$ cat src/rtl/eae_pkg.sv
// Shared EAE definitions: divider state encoding and the common datapath word width.
package eae_pkg;

  typedef enum logic [1:0] {
    IDLE  = 2'd0,
    CHECK = 2'd1,
    RUN   = 2'd2,
    DONE  = 2'd3
  } div_state_t;

  localparam int EAE_WIDTH = 12;

endpackage

$ cat src/rtl/eae_divider_if.sv
// Operand/result bundle between the EAE sequencer (master) and the divider (slave).
interface eae_divider_if
  import eae_pkg::*;
#(
  parameter int WIDTH = EAE_WIDTH
) ();

  logic                 start;
  logic                 abort;
  logic [2*WIDTH-1:0]   dividend;
  logic [WIDTH-1:0]     divisor;
  logic                 busy;
  logic                 done;
  logic [WIDTH-1:0]     quotient;
  logic [WIDTH-1:0]     remainder;
  logic                 link_out;
  logic                 div_zero;

  modport master (
    output start, abort, dividend, divisor,
    input  busy, done, quotient, remainder, link_out, div_zero
  );

  modport slave (
    input  start, abort, dividend, divisor,
    output busy, done, quotient, remainder, link_out, div_zero
  );

endinterface

$ cat src/rtl/eae_divider_div_step.sv
// One restoring-division step: trial-subtract M from the top W+1 bits of P and shift.
module div_step
  import eae_pkg::*;
#(
  parameter int WIDTH = EAE_WIDTH
) (
  input  logic [2*WIDTH-1:0] p_cur,
  input  logic [WIDTH-1:0]   m_val,
  output logic [2*WIDTH-1:0] p_next,
  output logic               sub_ok
);

  logic [WIDTH:0] t_s;

  // Trial difference and the shifted partial remainder/quotient
  always_comb begin
    t_s    = p_cur[2*WIDTH-1:WIDTH-1] - {1'b0, m_val};
    sub_ok = ~t_s[WIDTH];
    if (sub_ok) begin
      p_next = {t_s[WIDTH-1:0], p_cur[WIDTH-2:0], 1'b1};
    end else begin
      p_next = {p_cur[2*WIDTH-2:0], 1'b0};
    end
  end

endmodule

$ cat src/rtl/eae_divider.sv
// EAE DVI unit: unsigned 2W/W restoring divider, one quotient bit per clock,
// with overflow/divide-by-zero detection and abort.
module eae_divider
  import eae_pkg::*;
#(
  parameter int WIDTH = EAE_WIDTH
) (
  input  logic          clock,
  input  logic          reset_n,
  eae_divider_if.slave  bus
);

  localparam int CNT_W = $clog2(WIDTH + 1);

  div_state_t           state_r;
  logic [2*WIDTH-1:0]   p_r;
  logic [WIDTH-1:0]     m_r;
  logic [CNT_W-1:0]     cnt_r;
  logic                 busy_r;
  logic                 done_r;
  logic                 link_r;
  logic                 dz_r;

  logic [2*WIDTH-1:0]   p_next_s;
  logic                 sub_ok_s;
  logic                 ovf_s;

  div_step #(.WIDTH(WIDTH)) u_step (
    .p_cur  (p_r),
    .m_val  (m_r),
    .p_next (p_next_s),
    .sub_ok (sub_ok_s)
  );

  // A zero divisor always lands here since any high half is >= 0
  assign ovf_s = (p_r[2*WIDTH-1:WIDTH] >= m_r);

  // Sequencer: state, working registers, counter and status flags
  always_ff @(posedge clock or negedge reset_n) begin
    if (!reset_n) begin
      state_r <= IDLE;
      p_r     <= {(2*WIDTH){1'b0}};
      m_r     <= {WIDTH{1'b0}};
      cnt_r   <= {CNT_W{1'b0}};
      busy_r  <= 1'b0;
      done_r  <= 1'b0;
      link_r  <= 1'b0;
      dz_r    <= 1'b0;
    end else begin
      case (state_r)
        IDLE: begin
          if (bus.start) begin
            p_r     <= bus.dividend;
            m_r     <= bus.divisor;
            link_r  <= 1'b0;
            dz_r    <= 1'b0;
            busy_r  <= 1'b1;
            state_r <= CHECK;
          end
        end
        CHECK: begin
          if (bus.abort) begin
            busy_r  <= 1'b0;
            link_r  <= 1'b0;
            dz_r    <= 1'b0;
            state_r <= IDLE;
          end else if (ovf_s) begin
            // P is left alone so AC/MQ echo the dividend, as DVI does
            link_r  <= 1'b1;
            dz_r    <= (m_r == {WIDTH{1'b0}});
            busy_r  <= 1'b0;
            done_r  <= 1'b1;
            state_r <= DONE;
          end else begin
            cnt_r   <= {CNT_W{1'b0}};
            state_r <= RUN;
          end
        end
        RUN: begin
          if (bus.abort) begin
            busy_r  <= 1'b0;
            link_r  <= 1'b0;
            dz_r    <= 1'b0;
            state_r <= IDLE;
          end else begin
            p_r   <= sub_ok_s ? p_next_s : {p_r[2*WIDTH-2:0], 1'b0};
            cnt_r <= cnt_r + {{(CNT_W-1){1'b0}}, 1'b1};
            if (cnt_r == CNT_W'(WIDTH - 1)) begin
              busy_r  <= 1'b0;
              done_r  <= 1'b1;
              state_r <= DONE;
            end
          end
        end
        DONE: begin
          done_r  <= 1'b0;
          state_r <= IDLE;
        end
        default: begin
          busy_r  <= 1'b0;
          done_r  <= 1'b0;
          state_r <= IDLE;
        end
      endcase
    end
  end

  assign bus.busy      = busy_r;
  assign bus.done      = done_r;
  assign bus.quotient  = p_r[WIDTH-1:0];
  assign bus.remainder = p_r[2*WIDTH-1:WIDTH];
  assign bus.link_out  = link_r;
  assign bus.div_zero  = dz_r;

endmodule

$ cat src/flat_wrapper.sv
// flat-port wrapper written by rule: the top's interface ports become plain ports
module eae_divider_flat import eae_pkg::*;
#(
  parameter int WIDTH = EAE_WIDTH
)
  (clock, reset_n, bus_start, bus_abort, bus_dividend, bus_divisor, bus_busy, bus_done, bus_quotient, bus_remainder, bus_link_out, bus_div_zero);
  eae_divider_if #(.WIDTH(WIDTH)) bus_i ();
  input  logic clock;
  input  logic reset_n;
  input wire logic [$bits(bus_i.start)-1:0] bus_start;
  input wire logic [$bits(bus_i.abort)-1:0] bus_abort;
  input wire logic [$bits(bus_i.dividend)-1:0] bus_dividend;
  input wire logic [$bits(bus_i.divisor)-1:0] bus_divisor;
  output wire logic [$bits(bus_i.busy)-1:0] bus_busy;
  output wire logic [$bits(bus_i.done)-1:0] bus_done;
  output wire logic [$bits(bus_i.quotient)-1:0] bus_quotient;
  output wire logic [$bits(bus_i.remainder)-1:0] bus_remainder;
  output wire logic [$bits(bus_i.link_out)-1:0] bus_link_out;
  output wire logic [$bits(bus_i.div_zero)-1:0] bus_div_zero;
  assign bus_i.start = bus_start;
  assign bus_i.abort = bus_abort;
  assign bus_i.dividend = bus_dividend;
  assign bus_i.divisor = bus_divisor;
  assign bus_busy = bus_i.busy;
  assign bus_done = bus_i.done;
  assign bus_quotient = bus_i.quotient;
  assign bus_remainder = bus_i.remainder;
  assign bus_link_out = bus_i.link_out;
  assign bus_div_zero = bus_i.div_zero;
  eae_divider #(.WIDTH(WIDTH)) u_core (.clock(clock), .reset_n(reset_n), .bus(bus_i));
endmodule
$ cat config.mk
export PLATFORM = sky130hd
export DESIGN_NAME = eae_divider_flat
export DESIGN_NICKNAME = d
export VERILOG_FILES = /design/src/rtl/eae_pkg.sv /design/src/rtl/eae_divider_if.sv /design/src/rtl/eae_divider_div_step.sv /design/src/rtl/eae_divider.sv /design/src/flat_wrapper.sv
export SDC_FILE = /design/constraint.sdc
export NUM_CORES = 1
export LEC_CHECK = 0
export CAP_MARGIN = 30
export CORE_MARGIN = 2
export CORE_UTILIZATION = 30
export CTS_BUF_LIST = sky130_fd_sc_hd__clkbuf_16
export CTS_CLUSTER_DIAMETER = 120
export CTS_CLUSTER_SIZE = 40
export DETAILED_ROUTE_END_ITERATION = 8
export PLACE_DENSITY = 0.52
export SETUP_SLACK_MARGIN = 0.05
export SLEW_MARGIN = 10
export SYNTH_ARGS = -nofsm -noshare
export SYNTH_HDL_FRONTEND = slang
export SYNTH_HIERARCHICAL = 1
export SYNTH_SLANG_ARGS = --single-unit
$ cat constraint.sdc
create_clock -name clock -period 3.85 [get_ports clock]
set_clock_uncertainty 0.15 [all_clocks]
set_input_delay 1.155 -clock clock [delete_from_list [all_inputs] [get_ports clock]]
set_output_delay 1.155 -clock clock [all_outputs]
set_load 0.02 [all_outputs]
==> results of run 1 <==
[metrics by stage]
step / cell area (um^2) / worst slack [ns] / hold WS (ns) / instances / util
2_1_floorplan: 3750 / 0.306 / 0.342 / 423 / -
3_5_place_dp: 4540 / 0.469 / 0.344 / 637 / 0.375
5_1_grt: 4700 / 0.100 / 0.380 / 644 / 0.388
3_3_place_gp: 4520 / 0.544 / 0.340 / 636 / 0.373
6_report: 4700 / 0.419 / 0.355 / 644 / 0.388
4_1_cts: 4700 / 0.433 / 0.359 / 644 / 0.388
[state kept, by name, summed over array words and instances (netlist names)]
signal / flops
u_core/bus.busy: 1
u_core/bus.div_zero: 1
u_core/bus.done: 1
u_core/bus.link_out: 1
u_core/cnt_r: 4
u_core/m_r: 12
u_core/p_r: 24
u_core/state_r: 2
[cells by family (layout without fill, tap and decap cells)]
group           count (synthesis)  count (layout)
simple gates                  115             115
compound gates                110             110
buf+inv                        60             113
mux                            51              51
flops                          46              46
fa+ha+maj                      32              32
xor+xnor                        9               9
[cell type report]
class                   instances  area [um^2]  area share
repair buffers                 76          746       0.159
inverters                      30          113      0.0240
multi-input cells             317         2320       0.494
well taps                     168          210      0.0448
clock inverters                 2         33.8     0.00719
flip-flops and latches         46         1150       0.245
clock buffers                   5          125      0.0266
[synth_stat cells (3+ instances only)]
library cell  instances  share of area
inv_1                30          0.030
xnor2_1               6          0.014
a211oi_1              6          0.012
nand3_1               6         0.0080
nor2_1               10          0.010
buf_1                 4         0.0040
buf_4                12          0.024
a211o_1               4         0.0093
a21oi_1              11          0.015
nor3b_1               3         0.0060
nor3_1                5         0.0067
clkbuf_1             10          0.010
mux2_4                7          0.028
o21a_1                4         0.0080
nor4_1                3         0.0050
nand2_1              59          0.059
o21ai_0              55          0.073
mux2i_1              28          0.075
dfrtp_1              46           0.31
a21o_1                3         0.0060
nand3b_1              3         0.0060
ha_1                 31           0.10
nor2b_1               6          0.010
xor2_1                3         0.0070
o211ai_1              7          0.014
mux2_2               16          0.048
buf_2                 3         0.0040
nand2b_1              5         0.0083
and3_1                3         0.0050
[worst max-delay path, cell delays in order, from the launching register on]
cell and delay, ns:
dfrtp_1 0.40, inv_1 0.09, ha_1 0.16, inv_1 0.05
fa_1 0.42, a211o_1 0.34, a2111oi_4 0.34, o21ai_0 0.16
nand4_2 0.12, buf_4 0.27, buf_4 0.30, mux2i_1 0.21
nand2_1 0.07, o21ai_0 0.11, o21ai_0 0.09
[metal layers]
metal | vias to the layer above | track usage | share of wire
li1 | 1603 | - | -
met1 | 1475 | 0.204 | 0.47
met3 | 7 | 0.0256 | 0.027
met5 | - | 0 | 0
met2 | 37 | 0.249 | 0.48
met4 | 0 | 0.0437 | 0.015
[final timing paths]
path,start,to,slack [ns]
setup / recovery,u_core/p_r[11],u_core/p_r[12],0.42
hold / removal,u_core/bus.link_out,u_core/bus.link_out,0.35
setup reg to reg,u_core/p_r[11],u_core/p_r[12],0.42
hold reg to reg,u_core/bus.link_out,u_core/bus.link_out,0.35
max in group asynchronous,reset_n,u_core/m_r[6],2.37
min in group asynchronous,reset_n,u_core/p_r[7],0.66
==> flow_summary_export.csv, run 1 <==
group,metric,value,unit
synth,ys_async_sr_fraction,1.00,
layout,final_common_cell,"clkdlybuf4s50_1",
min_path,hp-class,"flop to flop",
synth,synth_xor_area_frac,0.0210,
clock_network,ctsHoldBuffers,0,
synth,synth-compound-area-share,0.186,
layout,n_fill_cell,1268,
clock_network,cts-buffers-inserted,5,
layout,areaGrowthSynthToFinish,25.3,%
die,die_w,116,um
synth,syn_inst,423,
clock_network,cts_tree,"yes",
layout,layout-drive-gt1-share,0.101,
die,die_height,116,um
sta,setup_tns,0,ns
setup_path,start_kind,"flop",
layout,antennaDiodeCount,0,
die,io_pins,68,
min_path,whs_path_depth,1,
place,finalWeightedCongestion,0.862,
setup_path,endpoint_kind,"flop",
sta,max_freq,291,MHz
grt,antenna_found_initial,0,
layout,layout_common_cells,"clkdlybuf4s50_1, nand2_1, o21ai_0, dfrtp_1",
synth,synth_edf_count,0,
sta,finalHoldViolCount,0,
die,coreArea,0.0121,mm^2
clock_network,cts_setup_buffers,0,
detailed_routing,antenna_left,0,
detailed_routing,drc_errors,0,
detailed_routing,wl,9670,um
setup_path,cp.arrival,3.44,ns
detailed_routing,drt_iter0_drc,95,
setup_path,crit_required,3.86,ns
clock_network,clockBufferDepth,2,
detailed_routing,detail_route.wl_per_cell,15.0,um
layout,num-nets-final,548,
synth,synth_seq_area_share,0.307,
status,outcome,"finished clean",
sta,slew_headroom,0.598,
synth,synth_fa_ha_area_frac,0.109,
grt,grt_usage,0.151,
grt,grt_pass1_wl,15700,um
clock_network,cts_root_buffer,"clkbuf_16",
clock_network,worst_skew_pair.late_latency,0.29,ns
synth,synth_mux_area_frac,0.151,
detailed_routing,via_per_inst,4.85,
sta,finalSetupViolations,0,
setup_path,r2r_cells,14,
synth,ys_seq_elements,46,
detailed_routing,vias,3122,
clock_network,cts_resized,0,
die,initial_core_util,0.310,
sta,fin_crit,3.43,ns
flow_run,max_cap_viol_count,0,
synth,avgSynthCellArea,8.86,um^2
synth,synth_cell_types,56,
synth,synth_ff_type,"dfrtp_1",
die,die_area,0.0134,mm^2
synth,yosys.area_share.simple,0.151,
grt,grt.overflow.total,0,
synth,ys_warn_count,6,
clock_network,clock-sinks,46,
setup_path,worstPathMaxFanout,17,
grt,grt_pass1_vias,3039,
detailed_routing,firstDrtPassIters,4,
synth,synth_area,0.00375,mm^2
sta,worstMarginPinSlew,0.600,ns
synth,synth_top_family_by_area,"compound AO/OA/AOI/OAI gates",
place,port-buffer-count,67,
sta,min_period_over_period,0.891,
sta,slew_viol_final,0,
die,num_rows,40,
clock_network,clk_pin_slew,0.06,ns
sta,rsz0062_at_grt,"false",
synth,syn-num-nets,495,
clock_network,htree_levels,2,
place,dpl.hpwl,7430,um
setup_path,worstSetupPathType,"flop to flop",
grt,grt_max_degree,52,
Power of run 1 is not shown: default switching activity piles up to over one toggle a cycle in this logic, so the estimate is an artifact.
==> inputs of run 2 (changes only) <==
--- a/config.mk
+++ b/config.mk
@@ -12,10 +12,11 @@
 export CTS_CLUSTER_DIAMETER = 120
 export CTS_CLUSTER_SIZE = 40
 export DETAILED_ROUTE_END_ITERATION = 8
-export PLACE_DENSITY = 0.52
+export DONT_BUFFER_PORTS = 1
+export MAX_ROUTING_LAYER = met4
+export PLACE_DENSITY = 0.45
 export SETUP_SLACK_MARGIN = 0.05
 export SLEW_MARGIN = 10
 export SYNTH_ARGS = -nofsm -noshare
 export SYNTH_HDL_FRONTEND = slang
-export SYNTH_HIERARCHICAL = 1
 export SYNTH_SLANG_ARGS = --single-unit
==> run 2 against run 1 <==
Compared with the run above:
- setup slack improved by 0.31 ns
- non-clock buffer count down 72
- cell count decreased by 27%
- synthesized cell count shrank 21%
- wire length fell by 18%
- worst hold slack improved by 0.021 ns
- count of clock-buffer cells in the layout did not move
- area after synthesis down 16%
- critical path depth shrank 3
- first-iteration DRC count shrank 5.3%
- die area fell by 16%
==> flow_summary_export.csv, run 2 <==
group,metric,value,unit
status,outcome,"finished clean",
grt,antenna_found_initial,2,
place,dpl_cell_area,0.00331,mm^2
layout,num-nets-final,405,
layout,fin_area,0.00344,mm^2
die,io_pins,68,
setup_path,start_kind,"flop",
power,intPower,1.93,mW
layout,n_fill_cell,1069,
setup_path,endpoint_kind,"flop",
sta,worstMarginPinSlew,1.00,ns
clock_network,worst_skew_pair.late_latency,0.29,ns
detailed_routing,drc_errors,0,
power,p_sw_frac,0.491,
power,cellPowerDensity,1100,mW/mm^2
place,finalWeightedCongestion,0.785,
die,die_height,106,um
die,initial_core_util,0.308,
layout,largest_register_ffs,24,
grt,grt.overflow.total,0,
clock_network,clockBufferDepth,2,
power,seqPwrFrac,0.300,
grt,grt_usage,0.153,
layout,layout-drive-gt1-share,0.0843,
grt,grt_max_degree,47,
synth,yosysTopAreaCellShare,0.366,
flow_run,max_cap_viol_count,0,
synth,synth_edf_count,0,
detailed_routing,antenna_left,0,
place,dpl.hpwl,6120,um
clock_network,cts_setup_buffers,0,
place,dp.cells,462,
grt,busiest_layer,"met2",
layout,stdcell_count,470,
detailed_routing,firstDrtPassIters,4,
sta,rsz0062_at_grt,"false",
synth,yosysMostFrequentCell,"dfrtp_1",
clock_network,cts_resized,0,
place,port-buffer-count,0,
die,die_area,0.0113,mm^2
grt,grt_pass1_wl,13100,um
setup_path,worstSetupPathType,"flop to flop",
clock_network,cts-buffers-inserted,5,
synth,ys_seq_elements,46,
detailed_routing,detail_route.wl_per_cell,16.9,um
setup_path,cp.arrival,3.13,ns
sta,finalHoldViolCount,0,
setup_path,worstPathMaxFanout,9,
detailed_routing,wl,7970,um
detailed_routing,drt_iter0_drc,90,
synth,yosysTopAreaCell,"dfrtp_1",
sta,setup_tns,0,ns
power,peakVddDrop,0.268,mV
layout,top_regs,"u_core.p_r x24, u_core.m_r x12, u_core.cnt_r x4",
synth,syn_inst,334,
sta,max_freq,321,MHz
sta,min_period_over_period,0.810,
grt,grt_use_met1,0.181,
die,die_w,106,um
synth,ys_top_cells_by_area,"dfrtp_1, ha_1, mux2i_1",
synth,synth_cell_types,51,
die,num_rows,37,
synth,syn-num-nets,406,
min_path,hp-class,"flop to flop",
synth,ys_warn_count,0,
layout,areaGrowthSynthToFinish,9.30,%
layout,final_common_cell,"dfrtp_1",
power,total_power,3.79,mW
grt,grt.met2_usage,0.253,
synth,ys_async_sr_fraction,1.00,
clock_network,clk_pin_slew,0.06,ns
clock_network,htree_levels,2,
clock_network,cts_tree,"yes",
clock_network,cts_root_buffer,"clkbuf_16",
synth,synth_area,0.00315,mm^2
power,leakagePower,1.52,nW
setup_path,r2r_setup_slack,0.73,ns
detailed_routing,vias,2399,
sta,slew_viol_final,0,
setup_path,crit_required,3.86,ns
layout,layout_common_cells,"dfrtp_1, o21ai_0, ha_1, nand2_1, a21oi_1",
grt,grt_pass1_vias,2511,
synth,synth_seq_area_share,0.366,
grt,use_met3,0.0386,
clock_network,clock-sinks,46,
synth,synth_common_cells,"dfrtp_1, ha_1, o21ai_0",
clock_network,ctsHoldBuffers,0,
sta,slew_headroom,0.330,
synth,synth_ff_type,"dfrtp_1",
sta,finalSetupViolations,0,
die,coreArea,0.0102,mm^2
synth,avgSynthCellArea,9.42,um^2
layout,regMostFlops,"u_core.p_r",
power,net-switching-power,1.86,mW
power,pwr-share-clk,0.108,
sta,fin_crit,3.12,ns
power,combPwrFrac,0.593,
detailed_routing,via_per_inst,5.10,
[run 2: cell types whose count changed after synthesis, moves of 6 or more]
| cell | before | now |
|---|---|---|
| nand2_1 | 59 | 28 |
| o21ai_0 | 55 | 31 |
| a21oi_1 | 11 | 24 |
| nor2_1 | 10 | 23 |
| buf_4 | 12 | 0 |
| inv_1 | 30 | 19 |
| mux2_4 | 7 | 0 |
| nor3b_1 | 3 | 10 |
| o211ai_1 | 7 | 1 |
[run 2: final cells by class]
class,instances,area [um^2],share of cell area
Tap cell,136,170,0.0495
Antenna cell,2,5.00,0.00146
Inverter,19,71.3,0.0207
Timing Repair Buffer,4,42.5,0.0124
Clock inverter,1,3.75,0.00109
Multi-Input combinational cell,257,1870,0.544
Sequential cell,46,1150,0.335
Clock buffer,5,125,0.0364
[run 2: metrics by stage]
step | util | worst slack (ns) | hold WS [ns]
3_3_place_gp | 0.323 | 0.759 | 0.361
5_1_grt | 0.336 | 0.434 | 0.395
4_1_cts | 0.336 | 0.690 | 0.375
6_report | 0.336 | 0.731 | 0.376
3_5_place_dp | 0.323 | 0.684 | 0.360
2_1_floorplan | - | 1.21 | 0.342
[run 2: per-layer routing]
metal	vias up	part of all wire
met2	61	0.48
met5	-	0
li1	1206	-
met3	9	0.061
met4	0	0.020
met1	1123	0.43
[run 2: path summary, 6_finish.rpt]
path,from,to,cells after the start
worst max-delay path,u_core.p_r[11],u_core.p_r[20],11
worst min-delay path,u_core.cnt_r[1],u_core.cnt_r[1],1
worst min register to register,u_core.cnt_r[1],u_core.cnt_r[1],1
max in group asynchronous,reset_n,u_core.m_r[6],0
worst max register to register,u_core.p_r[11],u_core.p_r[20],11
min in group asynchronous,reset_n,u_core.p_r[18],0
[run 2: logic make-up (layout without fill, tap and decap cells)]
kind of cell	Yosys count	in the layout	synth area share
xor gates and xnor gates	9	9	0.0274
muxes	37	37	0.123
and+or+nand+nor	94	94	0.149
adders and majority gates	32	32	0.130
AOI/OAI and AO/OA	85	85	0.165
other	0	2	0
DFF	46	46	0.366
buffers and inverters	31	29	0.0398
[run 2: power groups by stage]
stage	combinational (mW)	sequential (mW)	clock [mW]
floorplan	1.84	1.04	0
global placement	2.25	1.16	0
detailed placement	2.26	1.16	0
CTS	2.27	1.15	0.428
global route	2.57	1.18	0.443
finish	2.25	1.14	0.408
[run 2: critical path, stage by stage (launching register included)]
cell and delay (ns):
dfrtp_1 0.47, inv_1 0.10, ha_1 0.23, fa_1 0.41, nor2b_1 0.18, nor3_1 0.08, o21ai_0 0.21, a21oi_2 0.10
xnor2_2 0.49, buf_4 0.27, mux2i_1 0.19, a31oi_1 0.09
(Power assumes the default switching activity.)
==> inputs of run 3 (changes only) <==
--- a/config.mk
+++ b/config.mk
@@ -14,7 +14,7 @@
 export DETAILED_ROUTE_END_ITERATION = 8
 export DONT_BUFFER_PORTS = 1
 export MAX_ROUTING_LAYER = met4
-export PLACE_DENSITY = 0.45
+export PLACE_DENSITY = 0.46
 export SETUP_SLACK_MARGIN = 0.05
 export SLEW_MARGIN = 10
 export SYNTH_ARGS = -nofsm -noshare
==> constraint.sdc (replaced) <==
create_clock -name clock -period 2.6 [get_ports clock]
set_clock_uncertainty 0.15 [all_clocks]
set_input_delay 0.78 -clock clock [delete_from_list [all_inputs] [get_ports clock]]
set_output_delay 0.78 -clock clock [all_outputs]
set_load 0.02 [all_outputs]
==> run 3 against run 2 <==
Compared with the run above:
- first-iteration DRC count is 21% higher
- core utilization is 4.1 points higher
- register-to-register slack worse by 0.67 ns
- fmax is 23% higher
- global-route usage is 0.12 points lower
- die area stayed put
- setup slack worse by 0.67 ns
- sequential share of layout area is 3.5 points lower
- design area is 12% higher
- critical path type unchanged
- critical endpoint is now u_core.cnt_r[3]
- highest routed layer unchanged
==> flow_summary_export.csv, run 3 (same netlist as run 2, synthesis figures left out) <==
group,metric,value,unit
status,outcome,"finished clean",
die,initial_core_util,0.308,
setup_path,worstPathMaxFanout,4,
setup_path,worstSetupPathType,"flop to flop",
grt,grt.overflow.total,0,
layout,final_common_cell,"dfrtp_1",
layout,fin_area,0.00386,mm^2
place,dpl_cell_area,0.00352,mm^2
sta,min_period_over_period,0.978,
layout,top_regs,"u_core.p_r x24, u_core.m_r x12, u_core.cnt_r x4",
min_path,hp-class,"input pin to async pin",
setup_path,crit_required,2.62,ns
layout,num-nets-final,441,
grt,grt_pass1_vias,2578,
layout,areaGrowthSynthToFinish,22.7,%
detailed_routing,vias,2577,
grt,grt_max_degree,47,
place,port-buffer-count,0,
sta,rsz0062_at_grt,"true",
setup_path,critPathMaxStageDelay,0.42,ns
layout,stdcell_count,506,
detailed_routing,wl,8220,um
place,dp.cells,490,
die,io_pins,68,
layout,layout-drive-gt1-share,0.219,
die,num_rows,37,
clock_network,cts_root_buffer,"clkbuf_16",
setup_path,endpoint_kind,"flop",
die,die_w,106,um
sta,slew_viol_final,0,
place,dpl.hpwl,6240,um
sta,finalSetupViolations,0,
sta,finalHoldViolCount,0,
clock_network,cts-buffers-inserted,5,
clock_network,clock-sinks,46,
clock_network,clk_pin_slew,0.07,ns
flow_run,max_cap_viol_count,0,
clock_network,worst_skew_pair.late_latency,0.29,ns
die,coreArea,0.0102,mm^2
place,finalWeightedCongestion,0.821,
clock_network,htree_levels,2,
detailed_routing,firstDrtPassIters,4,
detailed_routing,drt_iter0_drc,109,
sta,fin_crit,2.54,ns
setup_path,cp.arrival,2.57,ns
clock_network,cts_tree,"yes",
layout,regMostFlops,"u_core.p_r",
setup_path,cp_slowest_cell,"dfrtp_2",
layout,antennaDiodeCount,0,
setup_path,start_kind,"flop",
detailed_routing,via_per_inst,5.09,
sta,worstMarginPinSlew,0.504,ns
setup_path,cp_top_family,"compound AO/OA/AOI/OAI gates",
detailed_routing,antenna_left,0,
grt,grt_pass1_wl,13300,um
grt,grt_usage,0.152,
die,die_area,0.0113,mm^2
setup_path,cpMostUsedCell,"a211o_1",
setup_path,crit_buf_inv,1,
detailed_routing,detail_route.wl_per_cell,16.2,um
detailed_routing,drc_errors,0,
grt,antenna_found_initial,0,
sta,max_freq,393,MHz
setup_path,path_cells,"buf_6 > ha_4 > nand2b_4 > a21o_1 > a211o_1 > a21oi_2 > o21ai_2 > a211o_1 > a221o_2",
clock_network,clockBufferDepth,2,
layout,layout_common_cells,"dfrtp_1, buf_4, ha_1, nand2_1, o21ai_0",
sta,slew_headroom,0.663,
layout,largest_register_ffs,24,
die,die_height,106,um
-- run 3: changes by cell type in the layout (fill, tap and decap cells not counted), sizes merged --
cell	delta
inv	+2
diode	-2
clkinv	-1
buf	+36
bufinv	+1
-- run 3: path summary, 6_finish.rpt --
kind,slack (ns),cells after the start,endpoint,start
worst max register to register,0.06,9,u_core.cnt_r[3],u_core.m_r[0]
worst max-delay path,0.06,9,u_core.cnt_r[3],u_core.m_r[0]
worst min register to register,0.39,1,u_core.cnt_r[1],u_core.cnt_r[1]
worst min-delay path,0.03,0,u_core.state_r[1],reset_n
max in group asynchronous,2.16,0,u_core.m_r[1],reset_n
min in group clock,0.39,1,u_core.cnt_r[1],u_core.cnt_r[1]
-- run 3: area by class of cell --
cell class,instances,area [um^2]
tap,136,170
timing repair buffer,40,340
sequential,46,1160
clock buffer,5,125
clock inverter,3,37.5
fill,1044,6370
inverter,19,73.8
multi-input combinational,257,1960
-- run 3: worst reg2reg max path, cell delays in order (launching register included) --
cell      delay (ns)
dfrtp_2         0.42
buf_6           0.13
ha_4            0.20
nand2b_4        0.13
a21o_1          0.15
a211o_1         0.28
a21oi_2         0.19
o21ai_2         0.11
a211o_1         0.32
a221o_2         0.36
-- run 3: metal layers --
| metal | GRT usage | wire [um] | vias up |
|---|---|---|---|
| met3 | 0.0313 | 407 | 4 |
| li1 | - | - | 1275 |
| met5 | - | 0 | - |
| met4 | 0.0362 | 97 | 0 |
| met2 | 0.240 | 3890 | 52 |
| met1 | 0.201 | 3820 | 1246 |
-- run 3: what timing repair did --
action,4_1_cts,5_1_grt
setup buffers,3,5
hold endpoints to repair,0,0
pin swaps,9,8
gates resized for setup,8,19
hold buffers,0,0
endpoints found under the setup margin,19,15
-- run 3: through the flow --
stage | util | worst slack, ns | hold slack (ns) | TNS [ns]
after detailed placement | 0.344 | -0.146 | 0.335 | -1.21
after floorplan | - | 0.0344 | 0.334 | 0
after global placement | 0.344 | -0.113 | 0.335 | -0.532
after global routing | 0.377 | -0.0189 | 0.0189 | -0.0304
after CTS | 0.368 | 0.0391 | 0.0268 | 0
final | 0.377 | 0.0569 | 0.0349 | 0
Power of run 3 is left out for the same reason.
